==> src/rtl/alu_sequencer_if.sv <==
// Bundle of the upstream issue handshake, the ALU control/result bus and the
// downstream retire handshake around the ALU sequencer.
interface alu_sequencer_if #(
    parameter int WIDTH = 32
);
    logic             in_valid;
    logic             in_ready;
    logic [2:0]       in_cmd;
    logic [WIDTH-1:0] in_a;
    logic [WIDTH-1:0] in_b;

    logic [WIDTH-1:0] alu_a;
    logic [WIDTH-1:0] alu_b;
    logic [1:0]       alu_muxindex;
    logic             alu_inverse;
    logic             alu_carryin;
    logic [WIDTH-1:0] alu_res;
    logic             alu_carryout;
    logic             alu_overflow;

    logic             out_valid;
    logic             out_ready;
    logic [WIDTH-1:0] out_res;
    logic             out_zero;
    logic             out_carryout;
    logic             out_overflow;

    // Sequencer side
    modport slave (
        input  in_valid, in_cmd, in_a, in_b,
        output in_ready,
        output alu_a, alu_b, alu_muxindex, alu_inverse, alu_carryin,
        input  alu_res, alu_carryout, alu_overflow,
        output out_valid, out_res, out_zero, out_carryout, out_overflow,
        input  out_ready
    );

    // Environment side: upstream producer, ALU datapath and downstream consumer
    modport master (
        output in_valid, in_cmd, in_a, in_b,
        input  in_ready,
        input  alu_a, alu_b, alu_muxindex, alu_inverse, alu_carryin,
        output alu_res, alu_carryout, alu_overflow,
        input  out_valid, out_res, out_zero, out_carryout, out_overflow,
        output out_ready
    );
endinterface

==> src/rtl/alu_sequencer.sv <==
// Issue/retire stage around the combinational 32-bit ALU datapath.
//
// state  | meaning
// -------+-------------------------------------------------------------
// IDLE   | no operation in flight, ready for upstream
// SETTLE | operands/controls launched, counting down the settle window
// HOLD   | result captured, presented downstream until accepted
module alu_sequencer #(
    parameter int SETTLE_CYCLES = 4,
    parameter int WIDTH         = 32
) (
    input  logic           clk,
    input  logic           rst_n,
    alu_sequencer_if.slave bus
);
    typedef enum logic [1:0] {IDLE, SETTLE, HOLD} state_t;

    localparam logic [2:0] CMD_ADD  = 3'd0;
    localparam logic [2:0] CMD_SUB  = 3'd1;
    localparam logic [2:0] CMD_XOR  = 3'd2;
    localparam logic [2:0] CMD_SLT  = 3'd3;
    localparam logic [2:0] CMD_AND  = 3'd4;
    localparam logic [2:0] CMD_NAND = 3'd5;
    localparam logic [2:0] CMD_NOR  = 3'd6;
    localparam logic [2:0] CMD_OR   = 3'd7;

    localparam logic [7:0] CNT_LOAD = 8'(SETTLE_CYCLES - 1);

    state_t           r_state;
    state_t           w_state_nxt;
    logic [7:0]       r_cnt;
    logic [2:0]       r_cmd;
    logic [WIDTH-1:0] r_alu_a;
    logic [WIDTH-1:0] r_alu_b;
    logic [1:0]       r_mux;
    logic             r_inv;
    logic             r_cin;
    logic [WIDTH-1:0] r_out_res;
    logic             r_out_zero;
    logic             r_out_cout;
    logic             r_out_ovf;

    logic             w_in_ready;
    logic             w_accept;
    logic             w_capture;
    logic             w_retire;
    logic [1:0]       w_mux;
    logic             w_inv;
    logic             w_cin;
    logic             w_arith;
    logic [WIDTH-1:0] w_cap_res;

    assign w_in_ready = (r_state == IDLE) || ((r_state == HOLD) && bus.out_ready);
    assign w_accept   = bus.in_valid && w_in_ready;
    assign w_capture  = (r_state == SETTLE) && (r_cnt == 8'd0);
    assign w_retire   = (r_state == HOLD) && bus.out_ready;

    // Decode the incoming command into ALU unit select and control lines
    always_comb begin
        w_mux = 2'd0;
        w_inv = 1'b0;
        w_cin = 1'b0;
        case (bus.in_cmd)
            CMD_ADD:  begin w_mux = 2'd0; end
            CMD_SUB:  begin w_mux = 2'd0; w_inv = 1'b1; w_cin = 1'b1; end
            CMD_SLT:  begin w_mux = 2'd0; w_inv = 1'b1; w_cin = 1'b1; end
            CMD_XOR:  begin w_mux = 2'd1; end
            CMD_AND:  begin w_mux = 2'd2; w_inv = 1'b1; end
            CMD_NAND: begin w_mux = 2'd2; end
            CMD_OR:   begin w_mux = 2'd3; w_inv = 1'b1; end
            CMD_NOR:  begin w_mux = 2'd3; end
            default:  begin w_mux = 2'd0; end
        endcase
    end

    // Form the value to capture: SLT reduces the subtraction to a sign bit
    // corrected for overflow; only adder-based commands keep adder flags
    always_comb begin
        w_arith   = (r_cmd == CMD_ADD) || (r_cmd == CMD_SUB) || (r_cmd == CMD_SLT);
        w_cap_res = bus.alu_res;
        if (r_cmd == CMD_SLT) begin
            w_cap_res = {{(WIDTH-1){1'b0}}, bus.alu_res[WIDTH-1] ^ bus.alu_overflow};
        end
    end

    // State register
    always_ff @(posedge clk or negedge rst_n) begin
        if (!rst_n) r_state <= IDLE;
        else        r_state <= w_state_nxt;
    end

    // Next-state logic
    always_comb begin
        w_state_nxt = r_state;
        case (r_state)
            IDLE:    if (w_accept) w_state_nxt = SETTLE;
            SETTLE:  if (w_capture) w_state_nxt = HOLD;
            HOLD:    if (w_retire) w_state_nxt = bus.in_valid ? SETTLE : IDLE;
            default: w_state_nxt = IDLE;
        endcase
    end

    // Settle down-counter, loaded on accept and terminating at zero
    always_ff @(posedge clk or negedge rst_n) begin
        if (!rst_n) begin
            r_cnt <= 8'd0;
        end else if (w_accept) begin
            r_cnt <= CNT_LOAD;
        end else if ((r_state == SETTLE) && (r_cnt != 8'd0)) begin
            r_cnt <= r_cnt - 8'd1;
        end
    end

    // Operand and control launch registers, updated only on accept
    always_ff @(posedge clk or negedge rst_n) begin
        if (!rst_n) begin
            r_cmd   <= 3'd0;
            r_alu_a <= '0;
            r_alu_b <= '0;
            r_mux   <= 2'd0;
            r_inv   <= 1'b0;
            r_cin   <= 1'b0;
        end else if (w_accept) begin
            r_cmd   <= bus.in_cmd;
            r_alu_a <= bus.in_a;
            r_alu_b <= bus.in_b;
            r_mux   <= w_mux;
            r_inv   <= w_inv;
            r_cin   <= w_cin;
        end
    end

    // Result capture at the end of the settle window
    always_ff @(posedge clk or negedge rst_n) begin
        if (!rst_n) begin
            r_out_res  <= '0;
            r_out_zero <= 1'b0;
            r_out_cout <= 1'b0;
            r_out_ovf  <= 1'b0;
        end else if (w_capture) begin
            r_out_res  <= w_cap_res;
            r_out_zero <= (w_cap_res == '0);
            r_out_cout <= w_arith && bus.alu_carryout;
            r_out_ovf  <= w_arith && bus.alu_overflow;
        end
    end

    assign bus.in_ready     = w_in_ready;
    assign bus.alu_a        = r_alu_a;
    assign bus.alu_b        = r_alu_b;
    assign bus.alu_muxindex = r_mux;
    assign bus.alu_inverse  = r_inv;
    assign bus.alu_carryin  = r_cin;
    assign bus.out_valid    = (r_state == HOLD);
    assign bus.out_res      = r_out_res;
    assign bus.out_zero     = r_out_zero;
    assign bus.out_carryout = r_out_cout;
    assign bus.out_overflow = r_out_ovf;
endmodule

==> src/flat_wrapper.sv <==
// flat-port wrapper written by rule: the top's interface ports become plain ports
module alu_sequencer_flat 
#(
    parameter int SETTLE_CYCLES = 4,
    parameter int WIDTH         = 32
)
  (clk, rst_n, bus_in_valid, bus_in_cmd, bus_in_a, bus_in_b, bus_in_ready, bus_alu_a, bus_alu_b, bus_alu_muxindex, bus_alu_inverse, bus_alu_carryin, bus_alu_res, bus_alu_carryout, bus_alu_overflow, bus_out_valid, bus_out_res, bus_out_zero, bus_out_carryout, bus_out_overflow, bus_out_ready);
  alu_sequencer_if #(.WIDTH(WIDTH)) bus_i ();
  input  logic clk;
  input  logic rst_n;
  input wire logic [$bits(bus_i.in_valid)-1:0] bus_in_valid;
  input wire logic [$bits(bus_i.in_cmd)-1:0] bus_in_cmd;
  input wire logic [$bits(bus_i.in_a)-1:0] bus_in_a;
  input wire logic [$bits(bus_i.in_b)-1:0] bus_in_b;
  output wire logic [$bits(bus_i.in_ready)-1:0] bus_in_ready;
  output wire logic [$bits(bus_i.alu_a)-1:0] bus_alu_a;
  output wire logic [$bits(bus_i.alu_b)-1:0] bus_alu_b;
  output wire logic [$bits(bus_i.alu_muxindex)-1:0] bus_alu_muxindex;
  output wire logic [$bits(bus_i.alu_inverse)-1:0] bus_alu_inverse;
  output wire logic [$bits(bus_i.alu_carryin)-1:0] bus_alu_carryin;
  input wire logic [$bits(bus_i.alu_res)-1:0] bus_alu_res;
  input wire logic [$bits(bus_i.alu_carryout)-1:0] bus_alu_carryout;
  input wire logic [$bits(bus_i.alu_overflow)-1:0] bus_alu_overflow;
  output wire logic [$bits(bus_i.out_valid)-1:0] bus_out_valid;
  output wire logic [$bits(bus_i.out_res)-1:0] bus_out_res;
  output wire logic [$bits(bus_i.out_zero)-1:0] bus_out_zero;
  output wire logic [$bits(bus_i.out_carryout)-1:0] bus_out_carryout;
  output wire logic [$bits(bus_i.out_overflow)-1:0] bus_out_overflow;
  input wire logic [$bits(bus_i.out_ready)-1:0] bus_out_ready;
  assign bus_i.in_valid = bus_in_valid;
  assign bus_i.in_cmd = bus_in_cmd;
  assign bus_i.in_a = bus_in_a;
  assign bus_i.in_b = bus_in_b;
  assign bus_in_ready = bus_i.in_ready;
  assign bus_alu_a = bus_i.alu_a;
  assign bus_alu_b = bus_i.alu_b;
  assign bus_alu_muxindex = bus_i.alu_muxindex;
  assign bus_alu_inverse = bus_i.alu_inverse;
  assign bus_alu_carryin = bus_i.alu_carryin;
  assign bus_i.alu_res = bus_alu_res;
  assign bus_i.alu_carryout = bus_alu_carryout;
  assign bus_i.alu_overflow = bus_alu_overflow;
  assign bus_out_valid = bus_i.out_valid;
  assign bus_out_res = bus_i.out_res;
  assign bus_out_zero = bus_i.out_zero;
  assign bus_out_carryout = bus_i.out_carryout;
  assign bus_out_overflow = bus_i.out_overflow;
  assign bus_i.out_ready = bus_out_ready;
  alu_sequencer #(.SETTLE_CYCLES(SETTLE_CYCLES), .WIDTH(WIDTH)) u_core (.clk(clk), .rst_n(rst_n), .bus(bus_i));
endmodule
==> config.mk <==
export PLATFORM = sky130hd
export DESIGN_NAME = alu_sequencer_flat
export DESIGN_NICKNAME = d
export VERILOG_FILES = /design/src/rtl/alu_sequencer_if.sv /design/src/rtl/alu_sequencer.sv /design/src/flat_wrapper.sv
export SDC_FILE = /design/constraint.sdc
export NUM_CORES = 1
export LEC_CHECK = 0
export CAP_MARGIN = 25
export CELL_PAD_IN_SITES_DETAIL_PLACEMENT = 1
export CELL_PAD_IN_SITES_GLOBAL_PLACEMENT = 1
export CORE_MARGIN = 5
export CORE_UTILIZATION = 34
export DETAILED_ROUTE_END_ITERATION = 12
export PLACE_DENSITY = 0.91
export SYNTH_ARGS = -nofsm -noshare
export SYNTH_HDL_FRONTEND = slang
export SYNTH_SLANG_ARGS = --single-unit
==> constraint.sdc <==
create_clock -name clk -period 2.6 [get_ports clk]
set_input_delay 0.78 -clock clk [delete_from_list [all_inputs] [get_ports clk]]
set_output_delay 0.78 -clock clk [all_outputs]
set_load 0.005 [all_outputs]
==> Word-level counts from Yosys, hierarchy flattened <==
Index checks and enable logic that the tools add are counted.
{ "op_classes": {"add_sub_neg": 1, "n_bitwise": 1, "n_reduce_logical": 22, "n_eq_ne": 14, "mux": 11} }
{ "ops": {"columns": ["operator", "n"], "rows": [
  ["$logic_not A32 Y1", 1],
  ["$mux W32", 1],
  ["$mux W8", 2],
  ["$eq A3 B3 Y1 const B", 4],
  ["$eq A3 B2 Y1 const B", 3],
  ["$logic_not A8 Y1", 1],
  ["$pmux W2 S4", 1],
  ["$reduce_bool A8 Y1", 1],
  ["$sub A8 B1 Y8 const B", 1],
  ["$eq A3 B1 Y1 const B", 2],
  ["$logic_and A1 B1 Y1", 6],
  ["$logic_not A3 Y1", 2],
  ["$mux W2", 3],
  ["$ne A2 B1 Y1 const B", 3],
  ["$pmux W2 S3", 1],
  ["$reduce_or A2 Y1", 3],
  ["$reduce_or A4 Y1", 1],
  ["$logic_or A1 B1 Y1", 3],
  ["$mux W1", 3],
  ["$reduce_and A3 Y1", 1],
  ["$reduce_or A3 Y1", 1],
  ["$eq A2 B1 Y1 const B", 1],
  ["$eq A2 B2 Y1 const B", 1],
  ["$logic_not A2 Y1", 1],
  ["2 further kinds", 2]
]} }
{ "totals": {"elab_cells": 61, "input_bits": 105, "out_inout_bits": 105, "regBits": 116} }

==> Longest topological paths before layout <==
{ "depth": {"word_depth": 6, "depth_mapped": 8, "ltp_nobuf": 6} }

==> Least setup slack after synthesis <==
No wires, ideal clock.
{ "synth_timing": {"path_kind": "input-to-reg", "start": "in bus_out_ready", "end": "reg u_core.r_alu_b[14], in the netlist u_core.bus.alu_b[14]", "path_stages": 5, "slack_ns": 0.672, "n_path_buf": 2, "required_time_ns": 2.475, "arrival_time_ns": 1.803, "setup_ns": 0.125, "cell_sequence": "inv_1 > a211oi_1 > buf_2 > buf_2 > mux2_2"} }
{ "synth_between": {"elab_chain_cells": 3} }
{ "synth_rtl": {"columns": ["item", "line_no", "source"], "rows": [
  ["from (decl)", "flat_wrapper.sv:29", "input wire logic [$bits(bus_i.out_ready)-1:0] bus_out_ready;"],
  ["$logic_and A1 B1 Y1", "alu_sequencer.sv:53", "assign w_in_ready = (r_state == IDLE) || ((r_state == HOLD) && bus.out_ready);"],
  ["$logic_or A1 B1 Y1", "alu_sequencer.sv:53", null],
  ["$logic_and A1 B1 Y1", "alu_sequencer.sv:54", "assign w_accept = bus.in_valid && w_in_ready;"],
  ["to (signal assigned)", "alu_sequencer.sv:126", "r_alu_b <= bus.in_b;"],
  ["to (decl)", "alu_sequencer.sv:34", "logic [WIDTH-1:0] r_alu_b;"]
]} }
Every way passes these cells.
A chain may end at the register's enable or synchronous reset.

==> Worst setup path after layout <==
{ "layout_timing": {"start": "in bus_out_ready", "end": "out bus_in_ready"} }
{ "layout_between": {"elab_chain_cells": 2} }
{ "layout_rtl": {"columns": ["item", "line_no", "source"], "rows": [
  ["$logic_and A1 B1 Y1", "alu_sequencer.sv:53", null],
  ["$logic_or A1 B1 Y1", "alu_sequencer.sv:53", null],
  ["to (decl)", "flat_wrapper.sv:15", "output wire logic [$bits(bus_i.in_ready)-1:0] bus_in_ready;"]
]} }
Every way passes these cells.

==> flow_metrics.py <==
metrics = {
    "power_and_ir_drop": {
        "clock_power_share_pct": 23.7,
        "ir_drop_v": 0.000563,
        "internal_power_mw": 6.59,
        "power.leakage_nw": 3.31,
        "powerDensity_mw_per_mm2": 1230,
        "power.share.combinational_pct": 40.8,
        "power.switching_mw": 2.82,
        "sw_frac_of_total_pct": 29.9,
        "sequentialPowerShare_pct": 35.4,
    },
    "yosys": {
        "async_flop_share_pct": 100,
        "syn_inst": 381,
        "synth_edf_count": 0,
        "ys_seq_elements": 116,
        "synth_compound_area_share_pct": 2.29,
        "seq_area_frac_synth_pct": 61.7,
        "synth_mux_area_share_pct": 17.1,
        "synth_cell_types": 32,
        "synth_xor_area_share_pct": 0.931,
        "syn_avg_cell_area_um2": 12.3,
        "syn_nets": 488,
        "synthSimpleGateAreaFrac_pct": 14.5,
        "synthTopCellsByArea": "dfrtp_1 (62%), mux2_2 (16%), nand2_1 (5.7%)",
        "synth_top_area_share_pct": 61.7,
        "synth_top_family_by_area": "multiplexers",
        "syn_area_mm2": 0.00470,
        "yosysTopAreaCell": "dfrtp_1",
        "ys_warn_count": 0,
        "synth-adder-area-share_pct": 0.532,
        "synth_ff_type": "dfrtp_1",
    },
    "clocking": {
        "htree_levels": 4,
        "cts.reportedPaths.clkPinSlew_ns": 0.05,
        "cts-root-buf": "clkbuf_16",
        "clkSinkCount": 116,
        "cts.path.max_buffers": 2,
        "cts_tree": "done",
        "cts_buffers": 17,
        "clkLatencyLatePin_ns": 0.41,
    },
    "critical_path": {
        "arrival_ns": 1.67,
        "end_kind": "primary output",
        "critical_path_class": "input pin to primary output",
        "reg2reg_depth": 7,
        "path_max_fanout": 2,
        "r2r-start": "u_core.r_cnt[0]",
        "crit_path_start_kind": "input pin",
        "critPathRequiredTime_ns": 1.82,
        "crit_path_start": "bus_out_ready",
    },
    "sta": {
        "rsz0062_at_grt": "no",
        "hold_slack_ns": 0.353,
        "period_share_pct": 94.4,
        "finalCriticalPeriod_ns": 2.45,
        "max_freq_mhz": 407,
        "max_slew_margin_pct": 49.9,
        "finalHoldViolCount": 0,
        "finalWorstSetupSlack_ns": 0.145,
        "report.final.slew_viol_count": 0,
        "setup_violations": 0,
        "worst_pin_slew_ns": 0.750,
        "skew_ns": 0.00762,
    },
    "detailed_routing": {
        "final_antenna_net_count": 0,
        "wl_per_cell_um": 19.7,
        "vias_per_cell": 4.83,
        "drc": 0,
        "drtIter0Drc": 155,
        "drt_wl_total_mm": 15.6,
        "num_vias": 3842,
        "drt_first_pass_iters": 4,
    },
    "die": {
        "dieArea_mm2": 0.0163,
        "fp.dieH_um": 128,
        "fp.dieW_um": 128,
        "rows": 43,
        "design.portCount": 210,
        "core_area_mm2": 0.0137,
        "start_util_pct": 34.3,
    },
    "global_route": {
        "grt_pass1_vias": 4453,
        "grt_util_all_layers_pct": 19.5,
        "gr-total-overflow": 0,
        "antenna_found_initial": 0,
        "grt_max_degree": 76,
        "grt_pass1_wl_mm": 24.6,
    },
    "layout": {
        "area_delta_synth_final_pct": 62.8,
        "diodes": 0,
        "final_net_count": 711,
        "drive_gt1_share_pct": 18.2,
    },
    "flow_run": {
        "drv_cap": 0,
    },
    "placement": {
        "dp_hpwl_mm": 11.6,
        "dp_slack_ns": -0.160,
        "portBuffers": 209,
        "gp_congestion": 0.797,
    },
    "outcome": {
        "outcome": "finished, final reports clean",
    },
    "worst_hold_path": {
        "hp-class": "input pin to asynchronous set/reset pin",
    },
}
## placed cells by master, fill, tap and decap left out, types with 2 or more instances in the layout
cell type	count
clkdlybuf4s50_1	207
nand2b_1	3
mux2_2	67
clkbuf_8	3
nand2_1	72
nand3_1	37
ha_1	2
a21oi_1	5
o21ai_0	4
nor3_1	2
clkbuf_1	5
nand3b_1	2
bufinv_16	2
xor2_1	3
dfrtp_1	116
nand4_1	3
clkbuf_16	17
mux2i_1	5
nor2b_1	4
clkinv_2	3
nor2_1	9
nor4_1	7
buf_12	6
inv_1	7
or4_1	2
xnor2_1	2
buf_4	9
## state kept, by name (all words and copies together), names as in the netlist
| name | count |
|---|---|
| u_core.bus.alu_carryin | 1 |
| u_core.bus.alu_b | 32 |
| u_core.bus.alu_a | 32 |
| u_core.bus.alu_muxindex | 2 |
| u_core.bus.out_res | 32 |
| u_core.r_cmd | 3 |
| u_core.bus.out_carryout | 1 |
| u_core.bus.out_overflow | 1 |
| u_core.r_cnt | 8 |
| u_core.r_state | 2 |
| u_core.bus.out_zero | 1 |
| u_core.bus.alu_inverse | 1 |
## critical path, cell delays in order
cell and delay (ns):
clkdlybuf4s50_1 0.45, inv_1 0.05, a21oi_1 0.13, dlygate4sd2_1 0.27
## final timing paths
path | end | slack, ns
worst min register to register | u_core.bus.out_res[29] | 0.47
worst min-delay path | u_core.bus.out_res[10] | 0.35
max in group asynchronous | u_core.bus.alu_muxindex[0] | 1.85
worst max register to register | u_core.bus.out_res[22] | 0.66
worst max-delay path | bus_in_ready | 0.15
min in group clk | u_core.bus.out_res[29] | 0.47
## final cells by class
class                      count  area (µm²)
inverter                       7        26.3
fill                        1434        6060
multi-input combinational    239        1680
clock buffer                  25         485
sequential                   116        2900
clock inverter                 5        75.1
tap                          180         225
timing repair buffer         223        2270
## routing by layer
layer / wire [µm] / GRT usage (%)
met1: 5980 / 22.0
met2: 7920 / 33.4
met3: 1480 / 8.95
met4: 267 / 5.87
met5: 0 / 0
## synth_stat cells, drive strengths merged, types with 3 or more instances
cell / number
mux2: 67
buf: 14
nand3: 37
a21oi: 5
nand2b: 3
inv: 7
xor2: 3
clkbuf: 5
nand4: 3
o21ai: 5
nor4: 8
dfrtp: 116
mux2i: 5
nor2b: 4
nor2: 9
nand2: 72
## per-stage QoR
| stage | setup TNS, ns | utilization (%) | area, µm² | instances | power [mW] |
|---|---|---|---|---|---|
| after floorplan | 0 | - | 4700 | 381 | 4.71 |
| after global placement | -0.0982 | 51.7 | 7100 | 765 | 6.96 |
| after detailed placement | -0.160 | 51.7 | 7100 | 765 | 7.24 |
| after CTS | 0 | 55.8 | 7660 | 795 | 9.56 |
| after global routing | 0 | 55.8 | 7660 | 795 | 10.0 |
| final | 0 | 55.8 | 7660 | 795 | 9.41 |
## cell families after synthesis
logic type | after synthesis
AO/OA/AOI/OAI | 16
multiplexers | 72
XOR/XNOR | 5
buffers and inverters | 26
flip-flops | 116
AND/OR/NAND/NOR | 144
adder cells (fa/ha/maj) | 2
## power by group through the flow
stage / clock network [mW] / registers (mW) / logic (mW)
after floorplan: 0 / 3.30 / 1.41
after global placement: 0 / 3.25 / 3.71
after detailed placement: 0 / 3.35 / 3.89
after CTS: 2.29 / 3.35 / 3.93
after global routing: 2.39 / 3.45 / 4.17
final: 2.23 / 3.33 / 3.84
## repair_timing
action,4_1_cts,5_1_grt
resized for setup,1,0
setup buffers,0,0
hold buffers,0,0
setup endpoints to repair,1,0
Note: power is estimated with default switching activity, not from simulation.
